[src/rtl/tape_tx_scheduler.sv]
// tape_tx_scheduler: two-requester block framer (SYNC, ID, payload[, XOR checksum]) feeding one output register.
// Optional feature macro: TAPE_TX_CHECKSUM_EN appends a checksum byte and enables the CSUM state.
`default_nettype none

module tape_tx_scheduler #(
  parameter int unsigned BLOCK_LEN = 64,
  parameter logic [7:0]  SYNC_BYTE = 8'hA5
) (
  input  logic        clk_ntsc,
  input  logic        rst,
  input  logic        src0_valid,
  input  logic [7:0]  src0_data,
  output logic        src0_ready,
  input  logic        src1_valid,
  input  logic [7:0]  src1_data,
  output logic        src1_ready,
  output logic        data_out_ready,
  output logic [7:0]  data_out,
  input  logic        output_ready,
  output logic        grant,
  output logic        busy,
  output logic [15:0] block_count
);

  localparam logic [7:0] c_LEN = 8'(BLOCK_LEN);

`ifdef TAPE_TX_CHECKSUM_EN
  typedef enum logic [2:0] {S_IDLE, S_SYNC, S_ID, S_PAYLOAD, S_CSUM} state_t;
`else
  typedef enum logic [1:0] {S_IDLE, S_SYNC, S_ID, S_PAYLOAD} state_t;
`endif

  state_t      r_state, w_state_n;
  logic        r_dor, w_dor_n;
  logic [7:0]  r_dout, w_dout_n;
  logic        r_grant, w_grant_n;
  logic        r_last_grant, w_last_grant_n;
  logic [7:0]  r_count, w_count_n;
  logic [15:0] r_block_count, w_block_count_n;
`ifdef TAPE_TX_CHECKSUM_EN
  logic [7:0]  r_csum, w_csum_n;
`endif

  logic       w_load;
  logic       w_payload_st;
  logic       w_grant_ready;
  logic       w_gnt_valid;
  logic [7:0] w_gnt_data;
  logic       w_take;
  logic       w_arb;

  assign w_load        = !r_dor || output_ready;
  assign w_payload_st  = (r_state == S_ID) || (r_state == S_PAYLOAD);
  assign w_grant_ready = w_load && w_payload_st && (r_count < c_LEN);
  assign w_gnt_valid   = r_grant ? src1_valid : src0_valid;
  assign w_gnt_data    = r_grant ? src1_data : src0_data;
  assign w_take        = w_grant_ready && w_gnt_valid;
  // Tie alternates against the previous winner; a lone request simply wins.
  assign w_arb         = (src0_valid && src1_valid) ? !r_last_grant : src1_valid;

  always_comb begin
    w_state_n       = r_state;
    w_dor_n         = r_dor;
    w_dout_n        = r_dout;
    w_grant_n       = r_grant;
    w_last_grant_n  = r_last_grant;
    w_count_n       = r_count;
`ifdef TAPE_TX_CHECKSUM_EN
    w_csum_n        = r_csum;
`endif
    w_block_count_n = r_block_count;

    // In IDLE a full register can only hold the previous block's final byte.
    if (r_state == S_IDLE && r_dor && output_ready)
      w_block_count_n = r_block_count + 16'd1;

    case (r_state)
      S_IDLE: begin
        if (!r_dor && (src0_valid || src1_valid)) begin
          w_state_n      = S_SYNC;
          w_dor_n        = 1'b1;
          w_dout_n       = SYNC_BYTE;
          w_grant_n      = w_arb;
          w_last_grant_n = w_arb;
          w_count_n      = 8'd0;
`ifdef TAPE_TX_CHECKSUM_EN
          w_csum_n       = 8'd0;
`endif
        end else if (w_load) begin
          w_dor_n = 1'b0;
        end
      end
      S_SYNC: begin
        if (w_load) begin
          w_state_n = S_ID;
          w_dor_n   = 1'b1;
          w_dout_n  = {7'b0, r_grant};
        end
      end
      S_ID, S_PAYLOAD: begin
        if (w_take) begin
          w_dor_n   = 1'b1;
          w_dout_n  = w_gnt_data;
          w_count_n = r_count + 8'd1;
`ifdef TAPE_TX_CHECKSUM_EN
          w_csum_n  = r_csum ^ w_gnt_data;
          w_state_n = (r_count + 8'd1 == c_LEN) ? S_CSUM : S_PAYLOAD;
`else
          w_state_n = (r_count + 8'd1 == c_LEN) ? S_IDLE : S_PAYLOAD;
`endif
        end else if (w_load) begin
          w_dor_n = 1'b0;
        end
      end
`ifdef TAPE_TX_CHECKSUM_EN
      S_CSUM: begin
        if (w_load) begin
          w_state_n = S_IDLE;
          w_dor_n   = 1'b1;
          w_dout_n  = r_csum;
        end
      end
`endif
      default: w_state_n = S_IDLE;
    endcase
  end

  always_ff @(posedge clk_ntsc or posedge rst) begin
    if (rst) begin
      r_state       <= S_IDLE;
      r_dor         <= 1'b0;
      r_dout        <= 8'h00;
      r_grant       <= 1'b0;
      r_last_grant  <= 1'b1;
      r_count       <= 8'd0;
`ifdef TAPE_TX_CHECKSUM_EN
      r_csum        <= 8'd0;
`endif
      r_block_count <= 16'd0;
    end else begin
      r_state       <= w_state_n;
      r_dor         <= w_dor_n;
      r_dout        <= w_dout_n;
      r_grant       <= w_grant_n;
      r_last_grant  <= w_last_grant_n;
      r_count       <= w_count_n;
`ifdef TAPE_TX_CHECKSUM_EN
      r_csum        <= w_csum_n;
`endif
      r_block_count <= w_block_count_n;
    end
  end

  assign src0_ready     = w_grant_ready && !r_grant;
  assign src1_ready     = w_grant_ready && r_grant;
  assign data_out_ready = r_dor;
  assign data_out       = r_dout;
  assign grant          = r_grant;
  assign busy           = (r_state != S_IDLE);
  assign block_count    = r_block_count;

endmodule

`default_nettype wire

[config.mk]
export PLATFORM = sky130hd
export DESIGN_NAME = tape_tx_scheduler
export DESIGN_NICKNAME = d
export VERILOG_FILES = /design/src/rtl/tape_tx_scheduler.sv
export SDC_FILE = /design/constraint.sdc
export NUM_CORES = 1
export LEC_CHECK = 0
export CAP_MARGIN = 10
export CORE_MARGIN = 5
export CORE_UTILIZATION = 49
export CTS_CLUSTER_SIZE = 25
export DETAILED_ROUTE_END_ITERATION = 10
export HOLD_SLACK_MARGIN = 0.1
export PLACE_DENSITY_LB_ADDON = 0.25
export SYNTH_ARGS = -nofsm -noshare
export SYNTH_HDL_FRONTEND = slang
export SYNTH_SLANG_ARGS = --single-unit
[constraint.sdc]
create_clock -name clk_ntsc -period 2.1 [get_ports clk_ntsc]
set_clock_uncertainty 0.15 [all_clocks]
set_input_delay 0.21 -clock clk_ntsc [delete_from_list [all_inputs] [get_ports clk_ntsc]]
set_output_delay 0.21 -clock clk_ntsc [all_outputs]
set_load 0.005 [all_outputs]
==> impl_results.md, run 1 <==
* Status: finished, final reports clean
* Internal at 1.870 mW
* GRT Residual Overflow at 0
* Worst EP arrival at 1.68 ns
* Rel. slew slack at 70.06%
* Post-Synth XOR/XNOR Area at 7.546%
* Setup WS post-layout at 0.06166 ns
* Longest Clk Path Bufs at 2
* Largest net degree at the start of global routing at 38
* Worst-Margin Slew at 0.4491 ns
* Global-route wire length before repair at 7038 um
* Register area at 928.4 um^2
* Worst skew pair latency at 0.29 ns
* Commonest non-fill, non-tap cell in the layout: clkdlybuf4s50_1
* DR WL/cell at 14.03 um
* Synth Area in Adders at 1.902%
* Fin util at 68.84%
* Area grow syn2layout at 37.54%
* Area of the multi-input gates at 975.9 um^2
* GRT Util Overall at 17.10%
* Final hold vios at 0
* Area of the core at 0.003943 mm^2
* Hold Crit Class: in2async
* Worst r2r src: r_state[0]
* Post-Synth Simple-Gate Area at 20.16%
* Setup violations, final at 0
* R2r worst-path depth at 6
* Complex-gate fraction of the synthesized area at 10.65%
* Nets@finish at 275
* Worst R2R Setup Slack at 0.23 ns
* Antenna violations before repair at 0
* PwrDens at 988.1 mW/mm^2
* Core Rows at 23
* DRT antenna net count at 0
* Commonest cells after routing, fill and taps aside: 49 x clkdlybuf4s50_1, 35 x dfrtp_1, 16 x nand2_1
* Initial cell density of the core at 50.05%
* Inserted Diodes at 0
* DR iter-0 viols at 75
* Routability congestion estimate at 0.7625
* Hold Buf Count CTS at 0
* Cells after synthesis at 189
* Total CTS buffers at 5
* Reg-to-reg endpoint: r_count[3]
* Number of global-route vias before repair at 1556
* Startpoint Class: flip-flop
* CTS Root Cell: clkbuf_8
* Flop pwr share at 40.4%
* Sink Count at 37
* DIE AREA at 0.005396 mm^2
* Seq cells post-synth at 37
* Synth area leader: dfrtp_1
* CTS HTree Levels at 2
* Worst-path fanout max at 3
* Via count at 1577
* Largest family of logic cells by synthesized area: simple AND/OR/NAND/NOR gates
* Ys Warns at 0
* Part of the cycle the worst path needs at 97.06%
* Syn Area/Cell at 10.44 um^2
* Share of layout cells above drive strength 1 at 16.27%
* F_max at 490.6 MHz
* Synth area leaders: dfrtp_1 46%, xnor2_1 5.8%, mux2_2 5.1%
* Synth top area share at 45.66%
* Worst setup path category: reg2out
* Synthesized area at 0.001973 mm^2
* Sequential share of the synthesized area at 46.99%
* Fin crit period at 2.038 ns
* Clock slew at reported path FFs at 0.08 ns
* P_leak at 1.175 nW
* CP required at 1.74 ns
* Fill count at 296
* Net Sw Frac at 30.26%
* Pre-antenna DRT Iters at 4
* Die Width at 73.46 um
* VDD IR max at 0.5942 mV
* Synth cell types at 43
* Mux cell area share after synthesis at 9.195%
* I/O pins at 50
* Worst Setup End Kind: output port
* Mapped Nets at 213
* Clock power frac at 24.0%
* DP HPWL at 3078 um
* CTS tree: built
* DIE HEIGHT at 73.46 um
* Vias per inst at 5.222
* Final Slew Violations at 0
* Max cap viols at 0
* I/O Buffers at 49
* Final WL at 4238 um
* Place WS at 0.02289 ns
* DRC violations left at 0
* P_sw at 0.8114 mW
* Comb power frac at 35.6%
[power groups by stage]
stage / Clock [mW] / Sequential, mW / Combinational [mW]
6_report: 0.643 / 1.08 / 0.954
2_1_floorplan: 0 / 1.06 / 0.517
4_1_cts: 0.664 / 1.08 / 0.969
3_5_place_dp: 0 / 1.10 / 0.947
5_1_grt: 0.699 / 1.12 / 1.05
3_3_place_gp: 0 / 1.09 / 0.927
[synthesized netlist by cell type (all sizes together)]
library cell  number
a211o              1
a21o               4
a21oi             11
a31oi              2
a32o               1
and2               4
and3               3
and4               1
and4bb             1
buf                4
clkbuf             3
dfrtp             36
dfstp              1
ha                 3
inv                7
mux2               9
mux2i              8
nand2             16
nand2b             1
nand3             11
nand3b             1
nand4              5
nor2               7
nor2b              7
nor3               5
nor3b              1
nor4               1
o211ai             1
o21ai              9
o22ai              1
o2bb2a             1
o31ai              2
o32ai              1
or2                2
or3                1
xnor2             13
xor2               4
[repair_timing]
item / 4_1_cts / 5_1_grt
endpoints found under the setup margin: 1 / 1
hold endpoints to repair: 0 / 0
resized for setup: 1 / 0
buffers inserted: 1 / 3
[registers in the layout, summed over array words and instances, names as in the netlist]
signal / cells
data_out: 8
r_last_grant: 1
grant: 1
data_out_ready: 1
block_count: 16
r_state: 2
r_count: 8
[through the flow]
| stage | cell area (um^2) | total power [mW] | setup TNS (ns) | cells | hold WS (ns) |
|---|---|---|---|---|---|
| finish | 2714 | 2.682 | 0 | 302 | 0.1689 |
| global route | 2714 | 2.865 | -0.006782 | 302 | 0.2037 |
| CTS | 2691 | 2.715 | 0 | 299 | 0.1829 |
| detailed placement | 2562 | 2.047 | 0 | 290 | 0.3177 |
| global placement | 2562 | 2.018 | 0 | 290 | 0.3134 |
| floorplan | 1973 | 1.576 | 0 | 189 | 0.2079 |
[critical path, cell delays in order, from the launching register on]
cell and delay [ns]:
dfrtp_1 0.40, nor3b_2 0.19, and2_4 0.17, nor2b_1 0.11, clkdlybuf4s50_1 0.51
[per-layer routing]
metal / vias to the layer above / track usage [%] / part of all wire (%)
met3: 6 / 5.062 / 4.3
met4: 0 / 7.042 / 1.6
met5: - / 0 / 0
met1: 749 / 22.65 / 47
met2: 29 / 26.08 / 47
li1: 793 / - / -
[cell type report]
| type | instances | share of cell area, % |
|---|---|---|
| Inverter | 7 | 0.9682 |
| Tap cell | 50 | 2.305 |
| Multi-Input combinational cell | 138 | 35.96 |
| Sequential cell | 37 | 34.21 |
| Clock inverter | 2 | 1.383 |
| Timing Repair Buffer | 62 | 22.13 |
| Clock buffer | 6 | 3.043 |
[worst max path at each step]
stage,depth (start not counted),startpoint,to,slack [ns]
final,4,r_count[6],src0_ready,0.06
after global routing,4,r_count[7],src0_ready,-0.007
after CTS,4,r_state[1],src0_ready,0.02
after detailed placement,7,output_ready,data_out[7],0.02
after global placement,7,output_ready,data_out[7],0.06
after floorplan,6,r_count[6],data_out[1],0.32
[kinds of logic (layout without fill, tap and decap cells)]
logic type                 count (synthesis)  in the layout
xor gates and xnor gates                  17             17
DFF                                       37             37
muxes                                     17             17
buffers and inverters                     14             77
adders and majority gates                  3              3
AOI/OAI and AO/OA                         34             34
and+or+nand+nor                           67             67
(Power assumes the default switching activity.)
==> run 2, diff against run 1 <==
Settings changed: RECOVER_POWER set to 50, TNS_END_PERCENT set to 1.
==> run 2 against run 1 <==
Net effect: clock-buffer cell count unchanged; sequential power about the same; critical path depth unchanged; via count increased by 0.89%; flip-flop and latch count unchanged; register-to-register slack about the same; final area about the same; total power decreased by 1.4%.
==> impl_results.md, run 2 (synthesis gave the netlist of run 1 again) <==
* Hold Crit Class: reg2reg
* Die Width at 73.46 um (unchanged)
* Pre-antenna DRT Iters at 4 (unchanged)
* Initial cell density of the core at 50.05% (unchanged)
* Worst EP arrival at 1.68 ns (about the same)
* Worst r2r src: r_state[0]
* Comb power frac at 34.9% (-0.7 points)
* Non-Filler Instances at 302 (unchanged)
* DIE AREA at 0.005396 mm^2 (unchanged)
* DRT antenna net count at 0 (unchanged)
* Worst skew pair latency at 0.29 ns (about the same)
* Max cap viols at 0 (unchanged)
* DP HPWL at 3078 um (unchanged)
* R2r worst-path depth at 6 (unchanged)
* P_sw at 0.8055 mW (-0.73%)
* Internal at 1.839 mW (-1.6%)
* Setup violations, final at 0 (unchanged)
* Commonest cells after routing, fill and taps aside: 38 x clkdlybuf4s50_1, 35 x dfrtp_1, 16 x nand2_1
* GRT Residual Overflow at 0 (unchanged)
* Area of the core at 0.003943 mm^2 (unchanged)
* Share of layout cells above drive strength 1 at 15.87% (-0.40 points)
* Status: finished, final reports clean
* CTS tree: built
* Pwr Total at 2.645 mW (-1.4%)
* Worst hold stages at 1
* Vias per inst at 5.268 (+0.89%)
* Longest Clk Path Bufs at 2 (unchanged)
* Worst-Margin Slew at 0.8812 ns (+0.4321 ns)
* Largest net degree at the start of global routing at 38 (unchanged)
* Worst R2R Setup Slack at 0.22 ns (about the same)
* Clock slew at reported path FFs at 0.08 ns (about the same)
* Via count at 1591 (+0.89%)
* Number of global-route vias before repair at 1556 (unchanged)
* DR iter-0 viols at 74 (-1.3%)
* DRC violations left at 0 (unchanged)
* Rel. slew slack at 41.25% (-29 points)
* Largest register FFs at 16 (unchanged)
* Fin Setup TNS at 0 ns (unchanged)
* VDD IR max at 0.5892 mV (-0.85%)
* Worst-path fanout max at 3 (unchanged)
* Startpoint Class: flip-flop
* DR WL/cell at 14.06 um (+0.19%)
* Worst Setup End Kind: output port
* Antenna violations before repair at 0 (unchanged)
* Commonest non-fill, non-tap cell in the layout: clkdlybuf4s50_1
* Placed Instance Area at 0.002562 mm^2 (unchanged)
* Hold_ws at 0.3226 ns (+0.1537 ns)
* P_leak at 1.181 nW (+0.57%)
* Clock power frac at 24.2% (+0.2 points)
* Dpl cells at 290 (unchanged)
* Fin crit period at 2.039 ns (+0.0005046 ns)
* CP required at 1.74 ns (about the same)
* Area grow syn2layout at 37.41% (about the same)
* Worst setup path category: reg2out
* Part of the cycle the worst path needs at 97.09% (about the same)
* Place WS at 0.02289 ns (unchanged)
* Inserted Diodes at 0 (unchanged)
* Net Sw Frac at 30.46% (+0.20 points)
* Flop pwr share at 40.8% (+0.4 points)
* Nets@finish at 275 (unchanged)
* Final Slew Violations at 0 (unchanged)
* Final WL at 4246 um (+0.19%)
* Hold path startpoint: block_count[15]
* Core Rows at 23 (unchanged)
* DIE HEIGHT at 73.46 um (unchanged)
* CTS HTree Levels at 2 (unchanged)
* Cell area after layout at 0.002711 mm^2 (about the same)
* Final hold vios at 0 (unchanged)
* Sink Count at 37 (unchanged)
* Endpoint, Worst Hold: block_count[15]
* Fin util at 68.77% (about the same)
* Setup WS post-layout at 0.06115 ns (-0.0005046 ns)
* Routability congestion estimate at 0.7625 (unchanged)
* I/O Buffers at 49 (unchanged)
* Total CTS buffers at 5 (unchanged)
* F_max at 490.5 MHz (about the same)
* I/O pins at 50 (unchanged)
* Reg-to-reg endpoint: r_count[3]
* PwrDens at 975.5 mW/mm^2 (-1.3%)
* Global-route wire length before repair at 7038 um (unchanged)
* CTS Root Cell: clkbuf_8
* GRT Util Overall at 17.10% (unchanged)
run 2: area by class of cell:
cell class              instances  area, um^2
well taps                      50       62.56
inverters                       7       26.28
repair buffers                 62       598.1
clock buffers                   6       82.58
flip-flops and latches         37       928.4
clock inverters                 2       37.54
fillers                       296        1231
multi-input cells             138       975.9
run 2: worst max-delay path by stage:
stage	start	to	slack [ns]	depth (start not counted)
after floorplan	r_count[6]	data_out[1]	0.32	6
after global placement	output_ready	data_out[7]	0.06	7
after detailed placement	output_ready	data_out[7]	0.02	7
after CTS	r_state[1]	src0_ready	0.02	4
after global routing	r_count[7]	src0_ready	-0.007	4
final	r_count[6]	src0_ready	0.06	4
run 2: power by group through the flow:
| stage | clock network [mW] | logic, mW | registers [mW] |
|---|---|---|---|
| final | 0.641 | 0.924 | 1.08 |
| after global routing | 0.699 | 1.02 | 1.11 |
| after CTS | 0.664 | 0.969 | 1.08 |
| after detailed placement | 0 | 0.947 | 1.10 |
| after global placement | 0 | 0.927 | 1.09 |
| after floorplan | 0 | 0.517 | 1.06 |
run 2: routing by layer:
metal	track usage, %	up-vias	routed length (um)
li1	-	791	-
met1	22.65	760	1971
met2	26.08	34	2034
met3	5.062	6	171
met4	7.042	0	69
met5	0	-	0
run 2: worst max-delay path, cell delays in order (launching register included):
cell and delay [ns]:
dfrtp_1 0.40, nor3b_2 0.19, and2_4 0.17, nor2b_1 0.11
clkdlybuf4s50_1 0.51
run 2: what timing repair did:
action / in CTS / in global routing
hold buffers: 0 / 0
resized for setup: 1 / 0
setup endpoints to repair: 1 / 1
setup buffers: 1 / 3
==> run 3, diff against run 2 <==
==> constraint.sdc (replaced) <==
create_clock -name clk_ntsc -period 2.1 [get_ports clk_ntsc]
set_clock_uncertainty 0.15 [all_clocks]
set_input_delay 0.42 -clock clk_ntsc [delete_from_list [all_inputs] [get_ports clk_ntsc]]
set_output_delay 0.42 -clock clk_ntsc [all_outputs]
set_load 0.005 [all_outputs]
==> run 3 against run 2 <==
Net effect: sequential share of layout area increased by 0.081 points; critical path depth is 4 higher; worst setup slack got worse by 0.0020 ns; die area unchanged; non-clock buffer count up 2; via count up 2.5%; global-route usage up 0.37 points; maximum frequency about the same; total power decreased by 4.3%; clock-buffer cell count unchanged; routed wire length rose by 3.4%; utilization shrank 0.25 points; largest cell class unchanged; largest power group unchanged.
==> impl_results.md, run 3 (synthesis gave the netlist of run 1 again) <==
* Worst-path fanout max at 8 (+5)
* Fin util at 68.52% (-0.25 points)
* Fill count at 308 (+4.1%)
* Final Slew Violations at 0 (unchanged)
* CTS HTree Levels at 2 (unchanged)
* Via count at 1630 (+2.5%)
* Worst-Margin Slew at 0.9049 ns (+0.02372 ns)
* Crit-path cells: clkdlybuf4s50_1 -> buf_4 -> nand2_1 -> a21o_2 -> a21oi_2 -> o2bb2a_4 -> buf_12 -> mux2_2
* CP required at 2.12 ns (+0.38 ns)
* Setup WS post-layout at 0.05912 ns (-0.002032 ns)
* Endpoint, Worst Hold: block_count[15]
* I/O pins at 50 (unchanged)
* Longest Clk Path Bufs at 2 (unchanged)
* Status: finished, final reports clean
* Fin crit period at 2.041 ns (+0.002032 ns)
* Hold path startpoint: block_count[15]
* Worst r2r src: r_state[1]
* Worst hold stages at 1 (unchanged)
* Final WL at 4390 um (+3.4%)
* Hold_ws at 0.3211 ns (-0.001488 ns)
* Die Width at 73.46 um (unchanged)
* Max cap viols at 0 (unchanged)
* DRC violations left at 0 (unchanged)
* DIE AREA at 0.005396 mm^2 (unchanged)
* Area grow syn2layout at 36.91%
* DP HPWL at 3216 um (+4.5%)
* I/O Buffers at 49 (unchanged)
* Setup Buffers After CTS at 0 (-1)
* GRT Residual Overflow at 0 (unchanged)
* CTS tree: built
* Crit-path slowest cell: clkdlybuf4s50_1
* F_max at 490.0 MHz (about the same)
* DRT antenna net count at 0 (unchanged)
* Inserted Diodes at 0 (unchanged)
* Global-route wire length before repair at 7369 um (+4.7%)
* CTS Root Cell: clkbuf_8
* PwrDens at 937.5 mW/mm^2 (-3.9%)
* Worst setup path category: in2reg
* Clock slew at reported path FFs at 0.07 ns (about the same)
* Worst R2R Setup Slack at 0.20 ns (-0.02 ns)
* Worst skew pair latency at 0.29 ns (about the same)
* Core Rows at 23 (unchanged)
* Share of layout cells above drive strength 1 at 16.21% (+0.33 points)
* Largest register FFs at 16 (unchanged)
* Setup violations, final at 0 (unchanged)
* Place WS at -0.2842 ns (-0.3071 ns)
* VDD IR max at 0.5281 mV (-10%)
* Pre-antenna DRT Iters at 4 (unchanged)
* Non-Filler Instances at 303 (+0.33%)
* Cell family with most CP delay: buffers and inverters
* R2r worst-path depth at 7 (+1)
* Antenna violations before repair at 0 (unchanged)
* Nets@finish at 277 (+0.73%)
* WP buf/inv at 3 (+2)
* P_leak at 1.180 nW (-0.11%)
* Area of the core at 0.003943 mm^2 (unchanged)
* Placed Instance Area at 0.002620 mm^2 (+2.2%)
* Reg-to-reg endpoint: r_count[2]
* Cell area after layout at 0.002701 mm^2 (-0.37%)
* Commonest cells after routing, fill and taps aside: 38 x clkdlybuf4s50_1, 36 x dfrtp_1, 16 x nand2_1
* DIE HEIGHT at 73.46 um (unchanged)
* Dpl cells at 296 (+2.1%)
* Startpoint Class: input port
* GRT Util Overall at 17.47% (+0.37 points)
* Sink Count at 37 (unchanged)
* Hold Buf Count CTS at 0 (unchanged)
* Routability congestion estimate at 0.7333 (-3.8%)
* DR iter-0 viols at 76 (+2.7%)
* Initial cell density of the core at 50.05% (unchanged)
* Hold Crit Class: reg2reg
* Total CTS buffers at 5 (unchanged)
* CP max stage delay at 0.47 ns (-0.04 ns)
* Worst EP arrival at 2.06 ns (+0.38 ns)
* Largest net degree at the start of global routing at 38 (unchanged)
* Part of the cycle the worst path needs at 97.18% (about the same)
* Commonest non-fill, non-tap cell in the layout: clkdlybuf4s50_1
* Number of global-route vias before repair at 1647 (+5.8%)
* Final hold vios at 0 (unchanged)
* DR WL/cell at 14.49 um (+3.1%)
* Worst Setup End Kind: flip-flop
* Vias per inst at 5.380 (+2.1%)
* Rel. slew slack at 39.67% (-1.6 points)
-- run 3: worst max path at each step --
stage                      start     endpoint  slack (ns)  cells after the start
floorplan             r_count[6]  data_out[1]        0.32                      6
global placement    output_ready   src0_ready       -0.25                      5
detailed placement  output_ready  data_out[5]       -0.28                      8
CTS                 output_ready  data_out[5]        0.02                      8
global route        output_ready  data_out[5]     -0.0003                      8
finish              output_ready  data_out[5]        0.06                      8
-- run 3: timing repair --
item                                    CTS  global route
endpoints found under the setup margin    3             8
pin swaps                                 0             1
gates resized for setup                   5             4
-- run 3: layer usage --
metal / part of all wire (%) / up-vias / track usage, %
met5: 0 / - / 0
met4: 1.5 / 0 / 6.439
met3: 3.6 / 8 / 3.694
met2: 50 / 31 / 28.74
met1: 45 / 797 / 22.59
li1: - / 794 / -
-- run 3: metrics by stage --
step,total power [mW],setup TNS (ns)
after global placement,2.048,-2.401
after global routing,2.707,-0.0002576
after detailed placement,2.074,-2.955
final,2.532,0
after floorplan,1.576,0
after CTS,2.580,0
-- run 3: area by class of cell --
| cell class | instances | area (um^2) | area share, % |
|---|---|---|---|
| inverter | 7 | 26.28 | 0.9727 |
| timing repair buffer | 64 | 605.6 | 22.42 |
| tap | 50 | 62.56 | 2.316 |
| sequential | 37 | 927.1 | 34.32 |
| clock inverter | 1 | 7.507 | 0.2779 |
| clock buffer | 6 | 82.58 | 3.057 |
| multi-input combinational | 138 | 989.7 | 36.64 |
-- run 3: report_power, final --
| part | leakage [nW] | switching, mW | internal [mW] |
|---|---|---|---|
| registers | 0.469 | 0.190 | 0.891 |
| logic | 0.668 | 0.371 | 0.575 |
| clock network | 0.0433 | 0.246 | 0.259 |
